`src/rtl/muu_unit.sv`:
```
// muu_unit: HI/LO owner with a 32-step sequential multiplier/divider and MUL write-back
module muu_unit (
  input  logic        clk,
  input  logic        rst_n,
  input  logic        start,
  input  logic        special2,
  input  logic [5:0]  funct,
  input  logic [31:0] rs_data,
  input  logic [31:0] rt_data,
  output logic [31:0] result,
  output logic        write_en,
  output logic        stall,
  output logic        busy,
  output logic [31:0] hi,
  output logic [31:0] lo
);
  typedef enum logic [1:0] {IDLE, RUN, DONE} state_t;
  typedef enum logic [2:0] {OP_MULT, OP_MADD, OP_MSUB, OP_MUL, OP_DIV} op_t;
  state_t      state_q, state_d;
  op_t         op_q, op_d;
  logic [4:0]  cnt_q, cnt_d;
  logic [63:0] r_q, r_d;
  logic [31:0] m_q, m_d, hi_q, hi_d, lo_q, lo_d, res_q, res_d;
  logic        negq_q, negq_d, negr_q, negr_d, dz_q, dz_d;
  logic is_mfhi, is_mflo, is_mthi, is_mtlo, is_mult, is_multu, is_div, is_divu;
  logic is_madd, is_msubu, is_mul, is_iter, is_muu, signed_op;
  logic [31:0] a_mag, b_mag, quo, rem;
  logic [32:0] mul_sum, div_top, div_diff;
  logic [63:0] mul_step, div_step, step, prod, acc;
  assign is_mfhi   = !special2 && funct == 6'b010000;
  assign is_mthi   = !special2 && funct == 6'b010001;
  assign is_mflo   = !special2 && funct == 6'b010010;
  assign is_mtlo   = !special2 && funct == 6'b010011;
  assign is_mult   = !special2 && funct == 6'b011000;
  assign is_multu  = !special2 && funct == 6'b011001;
  assign is_div    = !special2 && funct == 6'b011010;
  assign is_divu   = !special2 && funct == 6'b011011;
  assign is_madd   = special2 && funct == 6'b000000;
  assign is_mul    = special2 && funct == 6'b000010;
  assign is_msubu  = special2 && funct == 6'b000101;
  assign is_iter   = is_mult | is_multu | is_div | is_divu | is_madd | is_msubu | is_mul;
  assign is_muu    = is_iter | is_mfhi | is_mflo | is_mthi | is_mtlo;
  assign signed_op = is_mult | is_div | is_madd | is_mul;
  assign a_mag = (signed_op && rs_data[31]) ? -rs_data : rs_data;
  assign b_mag = (signed_op && rt_data[31]) ? -rt_data : rt_data;
  // r_q holds {partial product, multiplier} or {remainder, dividend/quotient}
  assign mul_sum  = {1'b0, r_q[63:32]} + (r_q[0] ? {1'b0, m_q} : 33'd0);
  assign mul_step = {mul_sum, r_q[31:1]};
  assign div_top  = r_q[63:31];
  assign div_diff = div_top - {1'b0, m_q};
  assign div_step = {div_diff[32] ? div_top[31:0] : div_diff[31:0], r_q[30:0], !div_diff[32]};
  assign step = (op_q == OP_DIV) ? div_step : mul_step;
  assign prod = negq_q ? -step : step;
  assign acc  = ((op_q == OP_MULT) ? 64'd0 : {hi_q, lo_q}) + ((op_q == OP_MSUB) ? -prod : prod);
  // divide-by-zero quotient is forced; the remainder path already yields rs
  assign quo  = dz_q ? 32'hFFFF_FFFF : (negq_q ? -step[31:0] : step[31:0]);
  assign rem  = negr_q ? -step[63:32] : step[63:32];
  always_comb begin
    state_d = state_q;
    op_d    = op_q;
    cnt_d   = cnt_q;
    r_d     = r_q;
    m_d     = m_q;
    negq_d  = negq_q;
    negr_d  = negr_q;
    dz_d    = dz_q;
    hi_d    = hi_q;
    lo_d    = lo_q;
    res_d   = res_q;
    case (state_q)
      IDLE: if (start) begin
        hi_d = is_mthi ? rs_data : hi_q;
        lo_d = is_mtlo ? rs_data : lo_q;
        if (is_iter) begin
          state_d = RUN;
          cnt_d   = 5'd0;
          op_d    = is_mul ? OP_MUL : is_madd ? OP_MADD : is_msubu ? OP_MSUB :
                    (is_div | is_divu) ? OP_DIV : OP_MULT;
          r_d     = {32'd0, a_mag};
          m_d     = b_mag;
          negq_d  = signed_op && (rs_data[31] ^ rt_data[31]);
          negr_d  = signed_op && rs_data[31];
          dz_d    = rt_data == 32'd0;
        end
      end
      RUN: begin
        r_d   = step;
        cnt_d = cnt_q + 5'd1;
        if (cnt_q == 5'd31) begin
          state_d = (op_q == OP_MUL) ? DONE : IDLE;
          hi_d    = (op_q == OP_DIV) ? rem : (op_q == OP_MUL) ? hi_q : acc[63:32];
          lo_d    = (op_q == OP_DIV) ? quo : (op_q == OP_MUL) ? lo_q : acc[31:0];
          res_d   = (op_q == OP_MUL) ? prod[31:0] : res_q;
        end
      end
      default: state_d = IDLE;
    endcase
  end
  always_ff @(posedge clk) begin
    if (!rst_n) begin
      state_q <= IDLE;
      op_q    <= OP_MULT;
      cnt_q   <= 5'd0;
      r_q     <= 64'd0;
      m_q     <= 32'd0;
      negq_q  <= 1'b0;
      negr_q  <= 1'b0;
      dz_q    <= 1'b0;
      hi_q    <= 32'd0;
      lo_q    <= 32'd0;
      res_q   <= 32'd0;
    end else begin
      state_q <= state_d;
      op_q    <= op_d;
      cnt_q   <= cnt_d;
      r_q     <= r_d;
      m_q     <= m_d;
      negq_q  <= negq_d;
      negr_q  <= negr_d;
      dz_q    <= dz_d;
      hi_q    <= hi_d;
      lo_q    <= lo_d;
      res_q   <= res_d;
    end
  end
  assign busy     = state_q == RUN;
  assign stall    = start && ((state_q == RUN && is_muu) || (state_q == IDLE && is_mul));
  assign write_en = state_q == DONE || (state_q == IDLE && start && (is_mfhi || is_mflo));
  assign result   = (state_q == DONE) ? res_q :
                    (state_q == IDLE && start && is_mfhi) ? hi_q :
                    (state_q == IDLE && start && is_mflo) ? lo_q : 32'd0;
  assign hi = hi_q;
  assign lo = lo_q;
endmodule

```
`config.mk`:
```
export PLATFORM = sky130hd
export DESIGN_NAME = muu_unit
export DESIGN_NICKNAME = d
export VERILOG_FILES = /design/src/rtl/muu_unit.sv
export SDC_FILE = /design/constraint.sdc
export NUM_CORES = 1
export LEC_CHECK = 0
export CAP_MARGIN = 20
export CELL_PAD_IN_SITES_DETAIL_PLACEMENT = 0
export CELL_PAD_IN_SITES_GLOBAL_PLACEMENT = 1
export CORE_ASPECT_RATIO = 1.5
export CORE_MARGIN = 3
export CORE_UTILIZATION = 49
export CTS_CLUSTER_DIAMETER = 200
export DETAILED_ROUTE_END_ITERATION = 10
export PLACE_DENSITY_LB_ADDON = 0.1
export SETUP_SLACK_MARGIN = 0.3
export SLEW_MARGIN = 15
export SYNTH_ARGS = -nofsm -noshare
export SYNTH_HDL_FRONTEND = slang
export SYNTH_SLANG_ARGS = --single-unit
```
`constraint.sdc`:
```
create_clock -name clk -period 15.9 [get_ports clk]
set_input_delay 3.18 -clock clk [delete_from_list [all_inputs] [get_ports clk]]
set_output_delay 3.18 -clock clk [all_outputs]
set_load 0.02 [all_outputs]
```
# Yosys cells after proc, flatten, opt, wreduce, memory -nomap -nowiden

Cells that the tools add are included.

Register bits: 205
Bits in latches: 0
Memory bits (writable): 0
Bits in read-only memories: 0
Logic and storage cells: 136
Memories: 0

$add $sub $neg: 10
$mul: 0
Div/mod/pow operators: 0
Order comparisons: 0
Equality and inequality tests: 22
Shift-type cells: 0
Muxes and demuxes: 41
Bitwise gates (word level): 15
Reduce and logical (&&, ||, !) cells: 37

Operator list:

| operator           | count |
|---|---|
| $mux 32            | 20 |
| $mux 64            | 6 |
| $neg 32->32        | 4 |
| $neg 64->64        | 2 |
| $pmux 32 s2        | 2 |
| $pmux 64 s2        | 1 |
| $add 64x64->64     | 1 |
| $eq 6x5->1 const B | 8 |
| $add 32x32->33     | 1 |
| $sub 33x32->33     | 1 |
| $logic_not 32->1   | 1 |
| $logic_and 1x1->1  | 21 |
| $or 1x1->1         | 14 |
| $mux 3             | 4 |
| $reduce_and 3->1   | 4 |
| $mux 5             | 2 |
| $pmux 5 s2         | 1 |
| $reduce_and 5->1   | 2 |
| $mux 2             | 4 |
| $ne 2x2->1 const B | 4 |
| $eq 3x2->1 const B | 2 |
| $eq 6x2->1 const B | 1 |
| $eq 6x3->1 const B | 1 |
| $logic_not 6->1    | 1 |
| other kinds (14)   | 17 |

# Logic depth before layout (Yosys ltp)

Gate-level depths: netlist of the first run.

Depth in word-level cells: 15
Gate-level depth with buffers: 45
Depth with buffers taken out: 43

# Worst setup path after synthesis of the first run

Ideal clock, no wire load.

Kind: reg-to-reg
Start: reg r_q[31]
End: reg hi_q[29], in the netlist hi[29]
Setup time: 136 ps
Data arrival time: 9024 ps
Required time: 15764 ps
Path slack: 6740 ps
Stages on the path, launching flop included: 43
Clock period less this slack: 9160 ps
Cell sequence: dfxtp_1 > inv_1 > ha_1 > fa_1 > nand2b_1 > a211oi_2 > o31ai_2 > o21a_4 > o22ai_4 > a31o_1 > buf_6 > mux2i_4 > nor2_2 > ha_1 > nand2_1 > or2_1 > o21ai_0 > xor2_1 > [7 not listed] > xnor2_1 > ha_1 > a21o_1 > a21o_1 > a21oi_1 > o21ai_0 > a221o_1 > a22o_1 > a21oi_1 > a211oi_1 > nand3b_1 > a41o_1 > o21a_1 > a221oi_1 > xnor2_1 > nor2_1 > o311ai_0 > a21boi_0

Word-level cells in the longest chain between the ends: 12
Elaborated cells between the ends (all ways): 15
Classes of those cells: add/sub (5); mux (9); reduce/logical (1)

RTL lines:

| item                                       | RTL line | RTL |
|---|---|---|
| from (decl)                                | 22       | `logic [63:0] r_q, r_d;` |
| from (signal assigned)                     | 116      | `r_q <= r_d;` |
| $sub 33x32->33                             | 50       | `assign div_diff = div_top - {1'b0, m_q};` |
| $mux 32 or $logic_not 1->1 (tied branches) | 51       | `assign div_step = {div_diff[32] ? div_top[31:0] : div_diff[31:0], r_q[30:0], !div_diff[32]};` |
| $mux 64 (*)                                | 52       | `assign step = (op_q == OP_DIV) ? div_step : mul_step;` |
| $neg 64->64                                | 53       | `assign prod = negq_q ? -step : step;` |
| $mux 64                                    | 53       |  |
| $neg 64->64                                | 54       | `assign acc = ((op_q == OP_MULT) ? 64'd0 : {hi_q, lo_q}) + ((op_q == OP_MSUB) ? -prod : prod);` |
| $mux 64                                    | 54       |  |
| $add 64x64->64                             | 54       |  |
| $mux 32                                    | 91       | `hi_d = (op_q == OP_DIV) ? rem : (op_q == OP_MUL) ? hi_q : acc[63:32];` |
| $mux 32 (*)                                | 91       |  |
| $mux 32 (*)                                | 89       | `if (cnt_q == 5'd31) begin` |
| $pmux 32 s2 (*)                            | 70       | `case (state_q)` |
| to (signal assigned)                       | 121      | `hi_q <= hi_d;` |
| to (decl)                                  | 23       | `logic [31:0] m_q, m_d, hi_q, hi_d, lo_q, lo_d, res_q, res_d;` |

Every way passes the cells marked *; elsewhere a longest branch is shown, timed or not. The select of a mux whose other input is x is not followed.
A chain may end at the register's enable or synchronous reset.

# Worst setup path in the final report of the first run

Start: reg r_q[31]
End: reg hi_q[28], in the netlist hi[28]

The elaborated chain is that of the path after synthesis.

==> results.py, run 1 <==
metrics = {
    "status": {
        "status": "finished clean",
    },
    "pwr": {
        "combPwrFrac": 0.260,
        "seqPwrFrac": 0.325,
        "vdd_drop_max_mv": 0.0809,
        "p_per_area_nw_per_um2": 60.2,
        "p_int_mw": 1.07,
        "netSwitchingPower_uw": 563,
        "power_frac_clock": 0.415,
        "p_sw_frac": 0.345,
        "power_leakage_nw": 11.5,
    },
    "floorplanning": {
        "dieHeight_um": 277,
        "core_region_area_um2": 48100,
        "die_x_um": 187,
        "io_pins": 173,
        "num_rows": 98,
        "initial_core_util": 0.500,
        "dieArea_um2": 51800,
    },
    "job": {
        "cap_violations": 0,
    },
    "detailed_routing": {
        "vias": 25908,
        "drt_pass1_iterations": 5,
        "drc": 0,
        "wire_per_inst_um": 24.5,
        "drt-initial-drc-count": 1906,
        "totalWireLength_mm": 98.8,
        "drtAntennaViolNets": 0,
        "viasPerCell": 6.43,
    },
    "finish": {
        "final_nets": 3574,
        "fin_util": 0.565,
        "instances_no_fill": 4031,
        "drive_above_1_share": 0.0592,
        "areaGrowthSynthToFinish_pct": 12.9,
    },
    "timing": {
        "maxSlewHeadroom": 0.218,
        "whs_ns": 0.467,
        "drv_slew": 0,
        "finalSetupViolations": 0,
        "rsz0062_at_grt": "no",
        "fin_setup_tns_ns": 0,
        "fin_worst_skew_ns": 0.0145,
        "worst_slack_ns": 4.29,
        "fmax_mhz": 86.1,
        "post-route-min-period_ns": 11.61,
        "hold_violations": 0,
        "tightestPinTransition_ns": 1.17,
        "post-route-period-util": 0.730,
    },
    "grt": {
        "grt-ovfl-total": 0,
        "grt_pass1_wl_mm": 150,
        "grt.total_usage": 0.365,
        "antenna_found_initial": 4,
        "grt_max_degree": 87,
        "grt_pass1_vias": 25686,
    },
    "clock_tree": {
        "cts.sinks": 205,
        "cts_root_buf": "clkbuf_16",
        "hold_buffers": 0,
        "cts_tree": "done",
        "cts.clk_slew.worst_paths_ns": 0.07,
        "cts_buffers": 26,
        "clk_path_buf_depth": 3,
        "htree_levels": 1,
        "post_cts.resized_instances": 0,
        "post_cts_buffers": 0,
        "insertion_delay_ns": 0.58,
    },
    "place": {
        "numPortBuffers": 172,
        "dpl.hpwl_mm": 75.0,
        "gp_congestion": 1.00,
        "dp_slack_ns": 4.46,
        "dp_cells": 3978,
    },
    "synthesis": {
        "yosysMostFrequentCell": "nand2_1",
        "postSynth.asyncResetShare": 0,
        "synth_flop_cell": "dfxtp_1",
        "yosys-top-cells-area": "dfxtp_1 17%, ha_1 7.3%, xnor2_1 6.9%",
        "synth_edf_count": 0,
        "synth_cells": 3304,
        "synth_area_leader_cell": "dfxtp_1",
        "syn_area_per_cell_um2": 7.28,
        "yosysTopAreaCellShare": 0.171,
        "yosysSeqAreaShare": 0.171,
        "ys_ff_latch": 205,
        "syn-num-nets": 3521,
        "yosys_warnings": 0,
        "syn-cell-area_um2": 24000,
        "yosysUniqueCellTypes": 116,
        "yosys-top-cells-count": "404 x nand2_1, 221 x o21ai_0, 214 x a21oi_1",
    },
    "setup_path": {
        "critPathMaxStageDelay_ns": 0.71,
        "cp-end-kind": "register",
        "cp.required_ns": 16.39,
        "crit_fanout": 16,
        "critPathKind": "reg2reg",
        "cp_slowest_cell": "a31o_1",
        "startpoint_type": "register",
        "cp.arrival_ns": 12.10,
        "cp_common_cell": "o21ai_0",
    },
    "min_path": {
        "holdCritPathClass": "reg2reg",
    },
}
-- cells in the final DEF (no fill, tap or decap), drive strengths merged, types with 85 or more instances in the layout --
master	count
a21oi	215
and2	85
clkdlybuf4s50	170
dfxtp	205
ha	140
inv	86
mux2i	90
nand2	404
nand3	87
nor2	200
nor2b	140
nor3	109
o21ai	236
xnor2	192
xor2	115
-- flip-flops by register name, indices dropped and copies added, names as in the netlist --
signal,cells
cnt_q,5
op_q,3
r_q,64
m_q,32
dz_q,1
negq_q,1
res_q,32
negr_q,1
hi,32
state_q,2
lo,32
-- cell type report --
class                           count  area [um2]
Fill cell                        4687       20900
Tap cell                          650         813
Sequential cell                   205        4110
Multi-Input combinational cell   2816       18800
Antenna cell                        4        10.0
Clock inverter                     12         151
Inverter                           87         328
Timing Repair Buffer              221        2080
Clock buffer                       36         800
-- worst paths after layout --
| kind | startpoint | to | slack (ns) | cells past startpoint |
|---|---|---|---|---|
| min reg2reg | res_q[19] | res_q[19] | 0.47 | 2 |
| max | r_q[31] | hi[28] | 4.29 | 41 |
| min | res_q[19] | res_q[19] | 0.47 | 2 |
| max reg2reg | r_q[31] | hi[28] | 4.29 | 41 |
-- worst max-delay path: cells and delay by family, from the launching register on --
family                     cells  cell delay [ns]
and+or+nand+nor               14             3.43
DFF                            1             0.45
adders and majority gates      4             1.35
buffers and inverters          2             0.44
xor gates and xnor gates       2             0.35
muxes                          2             0.53
AOI/OAI and AO/OA             17             4.95
-- metal layers --
| metal | global-route usage | routed length, um | vias to the layer above | share of wire |
|---|---|---|---|---|
| met1 | 0.389 | 35800 | 12309 | 0.36 |
| met4 | 0.257 | 8150 | 0 | 0.082 |
| met5 | 0 | 0 | - | 0 |
| met3 | 0.0488 | 6210 | 352 | 0.063 |
| li1 | - | - | 12101 | - |
| met2 | 0.661 | 48700 | 1146 | 0.49 |
-- logic make-up after synthesis --
| family | share of synthesized area |
|---|---|
| AO/OA/AOI/OAI | 0.282 |
| flip-flops | 0.171 |
| multiplexers | 0.0499 |
| XOR/XNOR | 0.113 |
| adder cells (fa/ha/maj) | 0.0754 |
| AND/OR/NAND/NOR | 0.262 |
| buffers and inverters | 0.0468 |
-- power groups by stage --
stage	registers, mW	logic, mW	clock network, mW
finish	0.531	0.424	0.678
global route	0.531	0.448	0.699
CTS	0.530	0.414	0.683
detailed placement	0.542	0.412	0
global placement	0.541	0.408	0
floorplan	0.540	0.267	0
-- metrics by stage --
step           total power [mW]  area [um2]
2_1_floorplan             0.808       24000
3_3_place_gp              0.950       26200
3_5_place_dp              0.954       26200
4_1_cts                    1.63       27100
5_1_grt                    1.68       27100
6_report                   1.63       27100
Note: power is estimated with default switching activity, not from simulation.
==> inputs of run 2 (changes only) <==
--- a/config.mk
+++ b/config.mk
@@ -10,7 +10,7 @@
 export CELL_PAD_IN_SITES_GLOBAL_PLACEMENT = 1
 export CORE_ASPECT_RATIO = 1.5
 export CORE_MARGIN = 3
-export CORE_UTILIZATION = 49
+export CORE_UTILIZATION = 45
 export CTS_CLUSTER_DIAMETER = 200
 export DETAILED_ROUTE_END_ITERATION = 10
 export PLACE_DENSITY_LB_ADDON = 0.1
==> constraint.sdc (replaced) <==
create_clock -name clk -period 10.85 [get_ports clk]
set_input_delay 2.17 -clock clk [delete_from_list [all_inputs] [get_ports clk]]
set_output_delay 2.17 -clock clk [all_outputs]
set_load 0.02 [all_outputs]
==> results.py, run 2 (synthesis gave the netlist of run 1 again) <==
metrics = {
    "floorplanning": {
        "dieHeight_um": 289,
        "initial_core_util": 0.456,
        "core_region_area_um2": 52700,
        "num_rows": 103,
        "io_pins": 173,
        "die_x_um": 195,
        "dieArea_um2": 56300,
    },
    "detailed_routing": {
        "viasPerCell": 6.32,
        "drt_pass1_iterations": 7,
        "wire_per_inst_um": 25.2,
        "totalWireLength_mm": 103,
        "drt-initial-drc-count": 1775,
        "drc": 0,
        "drtAntennaViolNets": 0,
        "vias": 25781,
    },
    "clock_tree": {
        "cts.sinks": 205,
        "cts_root_buf": "clkbuf_16",
        "insertion_delay_ns": 0.57,
        "cts_buffers": 25,
        "htree_levels": 1,
        "post_cts.resized_instances": 0,
        "clk_path_buf_depth": 3,
        "hold_buffers": 0,
        "cts.clk_slew.worst_paths_ns": 0.06,
        "cts_tree": "done",
        "post_cts_buffers": 0,
    },
    "pwr": {
        "p_per_area_nw_per_um2": 82.6,
        "vdd_drop_max_mv": 0.111,
        "power_leakage_nw": 11.6,
    },
    "setup_path": {
        "cp-end-kind": "register",
        "r2r_slack_ns": 0.70,
        "crit_family": "compound AO/OA/AOI/OAI gates",
        "cp.arrival_ns": 10.64,
        "path_buf_inv": 1,
        "cp_slowest_cell": "or4b_1",
        "critPathKind": "reg2reg",
        "critPathMaxStageDelay_ns": 0.52,
        "startpoint_type": "register",
        "cp.required_ns": 11.34,
        "crit_fanout": 7,
    },
    "status": {
        "status": "finished clean",
    },
    "timing": {
        "fin_setup_tns_ns": 0,
        "drv_slew": 0,
        "hold_violations": 0,
        "rsz0062_at_grt": "no",
        "finalSetupViolations": 0,
        "fin_worst_skew_ns": 0.0181,
        "tightestPinTransition_ns": 1.04,
        "fmax_mhz": 98.6,
        "maxSlewHeadroom": 0.304,
        "post-route-min-period_ns": 10.15,
        "post-route-period-util": 0.935,
    },
    "finish": {
        "regMostFlops": "r_q",
        "drive_above_1_share": 0.0639,
        "final_area_um2": 27200,
        "largest_reg_flops": 64,
        "layout_commonest_cell": "nand2_1",
        "final_nets": 3601,
        "layout_common_cells": "404 x nand2_1, 218 x o21ai_0, 214 x a21oi_1",
        "fin_util": 0.516,
        "areaGrowthSynthToFinish_pct": 13.2,
    },
    "place": {
        "dpl.hpwl_mm": 79.6,
        "gp_congestion": 0.979,
        "place_area_um2": 26400,
        "numPortBuffers": 172,
    },
    "grt": {
        "grt_pass1_vias": 25454,
        "grt-ovfl-total": 0,
        "grt_pass1_wl_mm": 154,
        "grt.total_usage": 0.350,
        "grt_max_degree": 96,
        "antenna_found_initial": 1,
    },
    "job": {
        "cap_violations": 0,
    },
    "min_path": {
        "holdCritPathClass": "reg2reg",
    },
}
-- run 2: cell types whose count changed in the layout (fill, tap and decap cells not counted), sizes merged --
cell      previous run  this run
buf                 50        79
bufinv               3         1
clkbuf              37        35
clkinv               8         6
clkinvlp             2         0
diode                4         1
inv                 86        84
-- run 2: final cells by class --
class	instances	area, um2
diodes	1	2.50
clock buffers	35	693
clock inverters	4	45.0
fillers	5326	25500
inverters	87	328
multi-input cells	2816	18900
flip-flops and latches	205	4110
well taps	682	853
repair buffers	249	2300
-- run 2: stage by stage --
stage	hold WS [ns]	total power, mW	cells	setup slack, ns
finish	0.464	2.25	4079	0.704
global route	0.488	2.32	4079	0.301
CTS	0.467	2.25	4077	0.411
detailed placement	0.458	1.42	4038	0.448
global placement	0.453	1.41	4038	0.589
floorplan	0.444	1.18	3304	1.69
-- run 2: path summary, 6_finish.rpt --
path,from,end,cells past startpoint
max,r_q[31],hi[31],41
min,res_q[27],res_q[27],2
max reg2reg,r_q[31],hi[31],41
min reg2reg,res_q[27],res_q[27],2
-- run 2: worst min-delay path, delay by kind of cell (launching register included) --
family             cells  cell delay (ns)
DFF                    1             0.31
AOI/OAI and AO/OA      1             0.06
and+or+nand+nor        1             0.05
-- run 2: power breakdown --
part	switching, mW	internal (mW)	leakage, nW	total [mW]
clock network	0.370	0.462	0.364	0.832
logic	0.405	0.232	9.58	0.637
registers	0.0159	0.763	1.65	0.779
-- run 2: routing by layer --
metal / global-route usage / part of all wire / vias up
met5: 0 / 0 / -
met4: 0.215 / 0.070 / 0
met3: 0.0340 / 0.056 / 310
met2: 0.655 / 0.51 / 1050
met1: 0.378 / 0.37 / 12276
li1: - / - / 12145
